==> config.mk <==
export PLATFORM = sky130hd
export DESIGN_NAME = step_commit_unit
export DESIGN_NICKNAME = d
export VERILOG_FILES = /design/src/rtl/step_commit_unit.sv
export SDC_FILE = /design/constraint.sdc
export NUM_CORES = 1
export LEC_CHECK = 0
export ABC_AREA = 1
export BUFFER_PORTS_ARGS = -buffer_cell sky130_fd_sc_hd__clkbuf_2
export CAP_MARGIN = 20
export CELL_PAD_IN_SITES_DETAIL_PLACEMENT = 0
export CELL_PAD_IN_SITES_GLOBAL_PLACEMENT = 1
export CORE_ASPECT_RATIO = 1.1
export CORE_MARGIN = 10
export CORE_UTILIZATION = 36
export CTS_CLUSTER_DIAMETER = 60
export CTS_CLUSTER_SIZE = 30
export DETAILED_ROUTE_END_ITERATION = 8
export PLACE_DENSITY = 0.77
export SYNTH_ARGS = -nofsm -noshare
export SYNTH_HDL_FRONTEND = slang
export SYNTH_SLANG_ARGS = --single-unit
export TNS_END_PERCENT = 100
==> constraint.sdc <==
create_clock -name clk -period 3.1 [get_ports clk]
set_clock_uncertainty 0.15 [all_clocks]
set_input_delay 0.775 -clock clk [delete_from_list [all_inputs] [get_ports clk]]
set_output_delay 0.775 -clock clk [all_outputs]
set_load 0.005 [all_outputs]
==> src/rtl/step_commit_unit.sv <==
// Step commit unit: applies the adaptive step verdict by advancing time, copying
// the candidate state vector over the current one, and clamping the next step to t_end.
//
//   state | meaning
//   IDLE  | waiting for a step verdict
//   COPY  | pipelined x1 -> x0 copy, one word per cycle plus one drain cycle
//   CLAMP | commit complete; next step limited to the remaining time
//   HALT  | finished or failed; only init or rst leaves
module step_commit_unit #(
  parameter int WORD_SIZE     = 16,
  parameter int ADDRESS_WIDTH = 16
) (
  input  logic                     clk,
  input  logic                     rst,
  input  logic                     init,
  input  logic [WORD_SIZE-1:0]     t0_in,
  input  logic [WORD_SIZE-1:0]     t_end_in,
  input  logic [WORD_SIZE-1:0]     h0_in,
  input  logic [WORD_SIZE-1:0]     n_in,
  input  logic [ADDRESS_WIDTH-1:0] x0_address,
  input  logic [ADDRESS_WIDTH-1:0] x1_address,
  input  logic                     start,
  input  logic                     proceed,
  input  logic                     error_failure,
  input  logic [WORD_SIZE-1:0]     step_in,
  output logic [ADDRESS_WIDTH-1:0] mem_rd_addr,
  input  logic [WORD_SIZE-1:0]     mem_rd_data,
  output logic [ADDRESS_WIDTH-1:0] mem_wr_addr,
  output logic [WORD_SIZE-1:0]     mem_wr_data,
  output logic                     mem_wr_en,
  output logic [WORD_SIZE-1:0]     t_out,
  output logic [WORD_SIZE-1:0]     h_out,
  output logic                     busy,
  output logic                     accepted,
  output logic                     rejected,
  output logic                     finished,
  output logic                     failed
);

  typedef enum logic [1:0] {
    IDLE  = 2'd0,
    COPY  = 2'd1,
    CLAMP = 2'd2,
    HALT  = 2'd3
  } state_t;

  state_t state, state_nx;

  logic [WORD_SIZE-1:0]     t_q, t_end_q, h_q, h_next_q, n_q, cnt_q;
  logic [ADDRESS_WIDTH-1:0] x0_q, x1_q, cnt_addr;
  logic                     finished_q, failed_q, rejected_q, sat_q;

  logic                     start_ok;
  logic signed [WORD_SIZE:0] sum_ext, rem_ext, h_next_ext;
  logic                     ovf;
  logic [WORD_SIZE-1:0]     t_sat, clamp_h;
  logic                     rem_le0, rem_lt_h, clamp_done;

  generate
    if (ADDRESS_WIDTH > WORD_SIZE) begin : g_cnt_ext
      assign cnt_addr = {{(ADDRESS_WIDTH-WORD_SIZE){1'b0}}, cnt_q};
    end else begin : g_cnt_trunc
      assign cnt_addr = cnt_q[ADDRESS_WIDTH-1:0];
    end
  endgenerate

  assign start_ok = start && !init && (state == IDLE) && !finished_q && !failed_q;

  // Time advance saturates instead of wrapping; an overflow also ends the run.
  assign sum_ext = $signed({t_q[WORD_SIZE-1], t_q}) + $signed({h_q[WORD_SIZE-1], h_q});
  assign ovf     = sum_ext[WORD_SIZE] ^ sum_ext[WORD_SIZE-1];
  assign t_sat   = !ovf               ? sum_ext[WORD_SIZE-1:0] :
                   sum_ext[WORD_SIZE] ? {1'b1, {(WORD_SIZE-1){1'b0}}} :
                                        {1'b0, {(WORD_SIZE-1){1'b1}}};

  // Remaining time is formed one bit wider so t_end - t cannot wrap its sign.
  assign rem_ext    = $signed({t_end_q[WORD_SIZE-1], t_end_q}) - $signed({t_q[WORD_SIZE-1], t_q});
  assign h_next_ext = $signed({h_next_q[WORD_SIZE-1], h_next_q});
  assign rem_le0    = rem_ext[WORD_SIZE] || (rem_ext == '0);
  assign rem_lt_h   = rem_ext < h_next_ext;
  assign clamp_done = sat_q || rem_le0;
  assign clamp_h    = rem_lt_h ? rem_ext[WORD_SIZE-1:0] : h_next_q;

  always_ff @(posedge clk or negedge rst) begin
    if (!rst) state <= IDLE;
    else      state <= state_nx;
  end

  always_comb begin
    state_nx    = state;
    busy        = 1'b0;
    accepted    = 1'b0;
    mem_rd_addr = '0;
    mem_wr_addr = '0;
    mem_wr_data = '0;
    mem_wr_en   = 1'b0;
    case (state)
      IDLE: begin
        if (start_ok) begin
          if (error_failure)  state_nx = HALT;
          else if (proceed)   state_nx = (n_q != '0) ? COPY : CLAMP;
        end
      end
      COPY: begin
        busy = 1'b1;
        if (cnt_q != n_q) mem_rd_addr = x1_q + cnt_addr;
        // Write lags read by one cycle to absorb the memory read latency.
        if (cnt_q != '0) begin
          mem_wr_en   = 1'b1;
          mem_wr_addr = x0_q + cnt_addr - ADDRESS_WIDTH'(1);
          mem_wr_data = mem_rd_data;
        end
        if (cnt_q == n_q) state_nx = CLAMP;
      end
      CLAMP: begin
        busy     = 1'b1;
        accepted = 1'b1;
        state_nx = clamp_done ? HALT : IDLE;
      end
      HALT: state_nx = HALT;
      default: state_nx = IDLE;
    endcase
    if (init) state_nx = IDLE;
  end

  always_ff @(posedge clk or negedge rst) begin
    if (!rst) begin
      t_q        <= '0;
      t_end_q    <= '0;
      h_q        <= '0;
      h_next_q   <= '0;
      n_q        <= '0;
      cnt_q      <= '0;
      x0_q       <= '0;
      x1_q       <= '0;
      finished_q <= 1'b0;
      failed_q   <= 1'b0;
      rejected_q <= 1'b0;
      sat_q      <= 1'b0;
    end else begin
      rejected_q <= 1'b0;
      if (init) begin
        t_q        <= t0_in;
        t_end_q    <= t_end_in;
        h_q        <= h0_in;
        n_q        <= n_in;
        x0_q       <= x0_address;
        x1_q       <= x1_address;
        cnt_q      <= '0;
        finished_q <= 1'b0;
        failed_q   <= 1'b0;
        sat_q      <= 1'b0;
      end else begin
        case (state)
          IDLE: begin
            if (start_ok) begin
              if (error_failure) begin
                failed_q <= 1'b1;
              end else if (!proceed) begin
                h_q        <= step_in;
                rejected_q <= 1'b1;
              end else begin
                t_q      <= t_sat;
                sat_q    <= ovf;
                h_next_q <= step_in;
                cnt_q    <= '0;
              end
            end
          end
          COPY: cnt_q <= cnt_q + WORD_SIZE'(1);
          CLAMP: begin
            if (clamp_done) begin
              finished_q <= 1'b1;
              h_q        <= h_next_q;
            end else begin
              h_q <= clamp_h;
            end
          end
          default: ;
        endcase
      end
    end
  end

  assign t_out    = t_q;
  assign h_out    = h_q;
  assign rejected = rejected_q;
  assign finished = finished_q;
  assign failed   = failed_q;

endmodule

**Word-level counts from Yosys, hierarchy flattened**

Index checks and enable logic that the tools add are counted.

- Output and inout bits: 86
- Bits of input ports: 134
- Register bits: 134
- Logic and storage cells: 118

- Add/subtract/negate cells: 6
- Multiplexer cells: 54
- Bitwise operators: 3
- Reductions and logical operators: 29
- Eq/ne operators: 12
- $lt $le $gt $ge: 1

Operators with widths:

| kind | number |
|---|---|
| two-way mux 16 bit | 23 |
| one-hot mux 16 bit (2 select lines) | 2 |
| adder 16 bit | 2 |
| nonzero test 16 bit | 2 |
| two-way mux 1 bit | 21 |
| adder 16 x 16 -> 17 bit | 1 |
| zero test 17 bit | 1 |
| < comparator 17 x 16 -> 1 bit | 1 |
| subtractor 16 x 16 -> 17 bit | 1 |
| adder 16 x 1 -> 16 bit (second input constant) | 1 |
| == test 16 bit | 1 |
| != test 16 bit | 1 |
| subtractor 16 x 1 -> 16 bit (second input constant) | 1 |
| != test 3 bit (second input constant) | 5 |
| two-way mux 2 bit | 7 |
| AND reduction 4 bit | 3 |
| nonzero test 2 bit | 6 |
| one-hot mux 2 bit (4 select lines) | 1 |
| AND reduction 3 bit | 2 |
| nonzero test 3 bit | 2 |
| AND reduction 5 bit | 1 |
| == test 2 bit (second input constant) | 2 |
| logical AND 1 bit | 4 |
| != test 4 bit (second input constant) | 1 |
| other kinds (9) | 13 |

**Logic depth before layout (Yosys ltp)**

- Depth in word-level cells: 8
- Gate-level depth with buffers: 31
- Mapped depth without buffers: 30

**Worst setup path after synthesis**

OpenSTA, ideal clock, no wires.

- Kind: register -> register
- From: register t_q[0] (netlist: t_out[0])
- To: register h_q[11] (netlist: h_out[11])
- Path slack: -0.237 ns
- Library setup time: 0.116 ns
- Required time: 2.834 ns
- Data arrival time: 3.071 ns
- Stages on the path, launching flop included: 27
- Path through: dfrtp_1 > ha_1 > fa_1 > inv_1 > nand3_2 > nand2_2 > nand2_1 > nand2_1 > nand2_1 > nand2_1 > nand2_2 > a22oi_2 > inv_1 > ha_1 > nand2_1 > nor2_1 > nor2_1 > nand2_2 > nand2_4 > nand2_8 > nand2_8 > buf_12 > nand2_2 > nand3_1 > nand2_1 > nand2_1 > nand2_1

- Cells in the longest elaborated chain, start to end: 7
- Elaborated cells between the ends (all ways): 9
- Those cells by class: add/sub: 1; order compare: 1; mux: 4; reduce/logical: 3

Ends and longest elaborated chain:

| element | line | RTL |
|---|---|---|
| start, declared | 49 | `logic [WORD_SIZE-1:0] t_q, t_end_q, h_q, h_next_q, n_q, cnt_q;` |
| start signal, assigned | 143 | `t_q <= t0_in;` |
| start signal, assigned | 163 | `t_q <= t_sat;` |
| subtractor 16 x 16 -> 17 bit (*) | 77 | `assign rem_ext = $signed({t_end_q[WORD_SIZE-1], t_end_q}) - $signed({t_q[WORD_SIZE-1], t_q});` |
| branches (longest 3 deep; another with < comparator 17 x 16 -> 1 bit) | - |  |
| two-way mux 16 bit (*) | 172 | `if (clamp_done) begin` |
| one-hot mux 16 bit (2 select lines) (*) | 154 | `case (state)` |
| two-way mux 16 bit (*) | 142 | `if (init) begin` |
| end signal, assigned | 145 | `h_q <= h0_in;` |
| end signal, assigned | 174 | `h_q <= h_next_q;` |
| end signal, assigned | 176 | `h_q <= clamp_h;` |
| end, declared | 49 |  |

Mark *: on every way between the ends.
A chain may end at the register's enable or synchronous reset.

**Worst setup path after layout**

- From: register cnt_q[7] (netlist: cnt_addr[7])
- To: output port mem_wr_addr[10]

- Cells in the longest elaborated chain, start to end: 4
- Elaborated cells between the ends (all ways): 5
- Those cells by class: add/sub: 2; mux: 2; reduce/logical: 1

Ends and longest elaborated chain:

| element | line | RTL |
|---|---|---|
| start, declared | 49 |  |
| start signal, assigned | 170 | `COPY: cnt_q <= cnt_q + WORD_SIZE'(1);` |
| adder 16 bit | 110 | `mem_wr_addr = x0_q + cnt_addr - ADDRESS_WIDTH'(1);` |
| subtractor 16 x 1 -> 16 bit | 110 |  |
| two-way mux 16 bit (*) | 108 | `if (cnt_q != '0) begin` |
| two-way mux 16 bit (*) | 97 | `case (state)` |
| end, declared | 28 | `output logic [ADDRESS_WIDTH-1:0] mem_wr_addr,` |

Every way passes the cells marked *; elsewhere a longest branch is shown, timed or not.

==> impl_metrics.tcl <==
set metrics [dict create \
    outcome "finished, violations left" \
    violations "negative setup slack" \
    worst_pin_slew_ns 0.812 \
    clkTransAtPathRegs_ns 0.07 \
    ys_warn_count 0 \
    power_density_nw_per_um2 1010 \
    synth_top_area_share_pct 31.0 \
    rows 66 \
    root_buffer "clkbuf_16" \
    core-area_um2 29600 \
    final_hold_viol_count 0 \
    rsz0062_at_grt "true" \
    synth_xor_area_share_pct 2.51 \
    cts_tree "built" \
    wl_um 41800 \
    synthMuxAreaShare_pct 0 \
    synth-simple-area-share_pct 31.1 \
    cp_max_fo 3 \
    first_pass_iters 5 \
    required_ns 2.17 \
    dp_cells 2311 \
    synthFlopType "dfrtp_1" \
    setup.worst_path.class "flop to output pin" \
    setup_ws_ns -0.565 \
    yosysMostFrequentCell "nand2_1" \
    syn_inst 1581 \
    grt_first_pass_wirelength_um 63900 \
    hold_buffers 0 \
    synthesis.area_um2 10800 \
    gp_congestion 0.904 \
    synth_enable_flop_cells 0 \
    worst_r2r_endpoint "h_out[7]" \
    gr-total-overflow 0 \
    clkSinkCount 134 \
    grt_pass1_vias 12100 \
    fmax_ghz 0.273 \
    wl_per_cell_um 17.3 \
    htreeDepth 4 \
    drive_above_1_share_pct 40.0 \
    vias 11800 \
    synthDistinctLibCells 57 \
    period_share_pct 118 \
    max_cap_violations 0 \
    clock_latency_ns 0.44 \
    synth_top_family_by_area "simple AND/OR/NAND/NOR gates" \
    cp-end-kind "output pin" \
    async_flop_share_pct 100 \
    die_area_um2 37400 \
    synth_area_leader_cell "dfrtp_1" \
    layout_min_cycle_time_ns 3.67 \
    synth.area.top_cells "dfrtp_1, nand2_1, ha_1" \
    p_leak_nw 8.71 \
    syn2layout_area_growth_pct 52.3 \
    slew_headroom_pct 45.4 \
    post-route-util_pct 55.6 \
    io_pins 220 \
    ff2ff_setup_slack_ns -0.44 \
    vias_per_cell 4.89 \
    crit_arrival_ns 2.74 \
    finalHoldWorstSlack_ns 0.159 \
    synth-adder-area-share_pct 12.0 \
    ir_worst_vdd_mv 0.661 \
    die_h_um 202 \
    hold_class "input port to async pin" \
    grt_usage_pct 21.7 \
    synth_area_per_cell_um2 6.84 \
    yosys-top-cells-count "nand2_1, inv_1, nor2_1" \
    ant_nets 0 \
    antenna_found_initial 1 \
    yosysSeqAreaShare_pct 31.0 \
    nets 2262 \
    maxSlewViolCount 0 \
    drc 0 \
    fin_cells 2415 \
    drt-initial-drc-count 670 \
    critical_path.startpoint_type "flop" \
    dpl.hpwl_um 31200 \
    cts_buffers 17 \
    io_buffers 219 \
    reg2reg_from "t_out[0]" \
    grt_max_degree 77 \
    die_x_um 185 \
    setup_viol_count_final 64 \
    final.setup.tns_ns -16.64 \
    r2r_cells 30 \
    initial_core_util_pct 36.5 \
    clk_path_buf_depth 2 \
    synth-compound-area-share_pct 12.1 \
    synth_seq_cells 134 \
    syn-num-nets 1816 \
]
==> critical path: stages, from the launching register on <==
cell and delay, ns:
dfrtp_1 0.40, inv_2 0.10, ha_4 0.20, inv_2 0.06, ha_4 0.21, buf_4 0.14, nand2_4 0.08, o221ai_4 0.15
buf_12 0.16, a21oi_4 0.12, nor2_1 0.07, o21ai_1 0.14, nand2_1 0.11, a21oi_2 0.12, o21a_1 0.13, buf_2 0.11
==> worst max-delay path by stage <==
stage,from,to,cells past startpoint
3_3_place_gp,t_end_q[0],h_out[15],29
6_report,cnt_addr[7],mem_wr_addr[10],15
3_5_place_dp,t_end_q[0],h_out[3],29
4_1_cts,cnt_addr[1],mem_wr_addr[11],16
2_1_floorplan,t_out[0],h_out[11],29
5_1_grt,cnt_addr[1],mem_wr_addr[15],15
==> repair_timing <==
item                                    in CTS  in global routing
gates cloned                                 5                  2
setup buffers                               44                 35
resized for setup                          182                186
hold endpoints to repair                     0                  0
pin swaps                                   63                 88
endpoints found under the setup margin      65                 85
==> cell usage in the layout, fill, tap and decap left out, drive strengths merged <==
master	netlist	layout
a21o	7	7
o21a	9	9
a21oi	107	107
ha	97	97
or2	7	7
o2111ai	1	1
o21bai	1	1
and2	1	1
nand3b	3	3
bufinv	0	3
a21boi	2	2
fa	4	4
o41ai	1	1
xnor2	14	14
dfrtp	134	134
o21ai	89	89
and3b	1	1
o211ai	1	1
nand2	500	502
a221oi	2	2
a22oi	1	1
nor3b	1	1
inv	254	263
xor2	17	17
o311ai	2	2
nor4	8	8
clkinv	2	5
clkinvlp	0	2
a311oi	1	1
buf	7	266
o22ai	3	3
diode	0	1
a211oi	4	4
nor3	20	20
nand4	13	13
clkbuf	34	216
nand3	71	71
a31oi	4	4
o221ai	1	1
nor2	156	156
==> metal layers <==
metal	GRT usage, %	vias to the layer above	share of wire, %	wire length (um)
met4	7.87	0	3.4	1430
met3	3.57	62	4.7	1970
met1	23.4	5551	38	16000
met5	0	-	0	0
li1	-	5897	-	-
met2	40.9	292	54	22400
==> where the power goes <==
group	total, mW	switching, mW	internal (mW)	leakage [nW]
clock	2.21	0.920	1.29	0.299
sequential	2.53	0.354	2.17	1.65
combinational	11.9	6.64	5.26	6.76
total	16.6	7.92	8.72	8.71
==> layout make-up <==
class | count | area [um^2]
fillers | 2784 | 13200
multi-input cells | 1151 | 7720
flip-flops and latches | 134 | 3350
repair buffers | 465 | 3320
inverters | 256 | 981
well taps | 374 | 468
clock buffers | 17 | 425
clock inverters | 15 | 194
repair inverters | 2 | 15.0
diodes | 1 | 2.50
==> per-stage QoR <==
step / total power, mW / instance area [um^2] / setup slack, ns
5_1_grt: 17.9 / 16500 / -0.720
4_1_cts: 15.3 / 15500 / -0.539
2_1_floorplan: 8.25 / 10900 / -0.123
3_3_place_gp: 11.3 / 13700 / -0.245
3_5_place_dp: 11.5 / 13700 / -0.377
6_report: 16.6 / 16500 / -0.565
==> state kept, by name, indices dropped and copies added (netlist names) <==
name	flops
state	2
t_out	16
x0_q	16
finished	1
sat_q	1
h_out	16
t_end_q	16
x1_q	16
h_next_q	16
failed	1
n_q	16
rejected	1
cnt_addr	16
==> cells by family after synthesis <==
group	Yosys count
buf+inv	298
flops	134
simple gates	781
compound gates	236
fa+ha+maj	101
xor+xnor	31
Power figures use the tool's default switching activity.
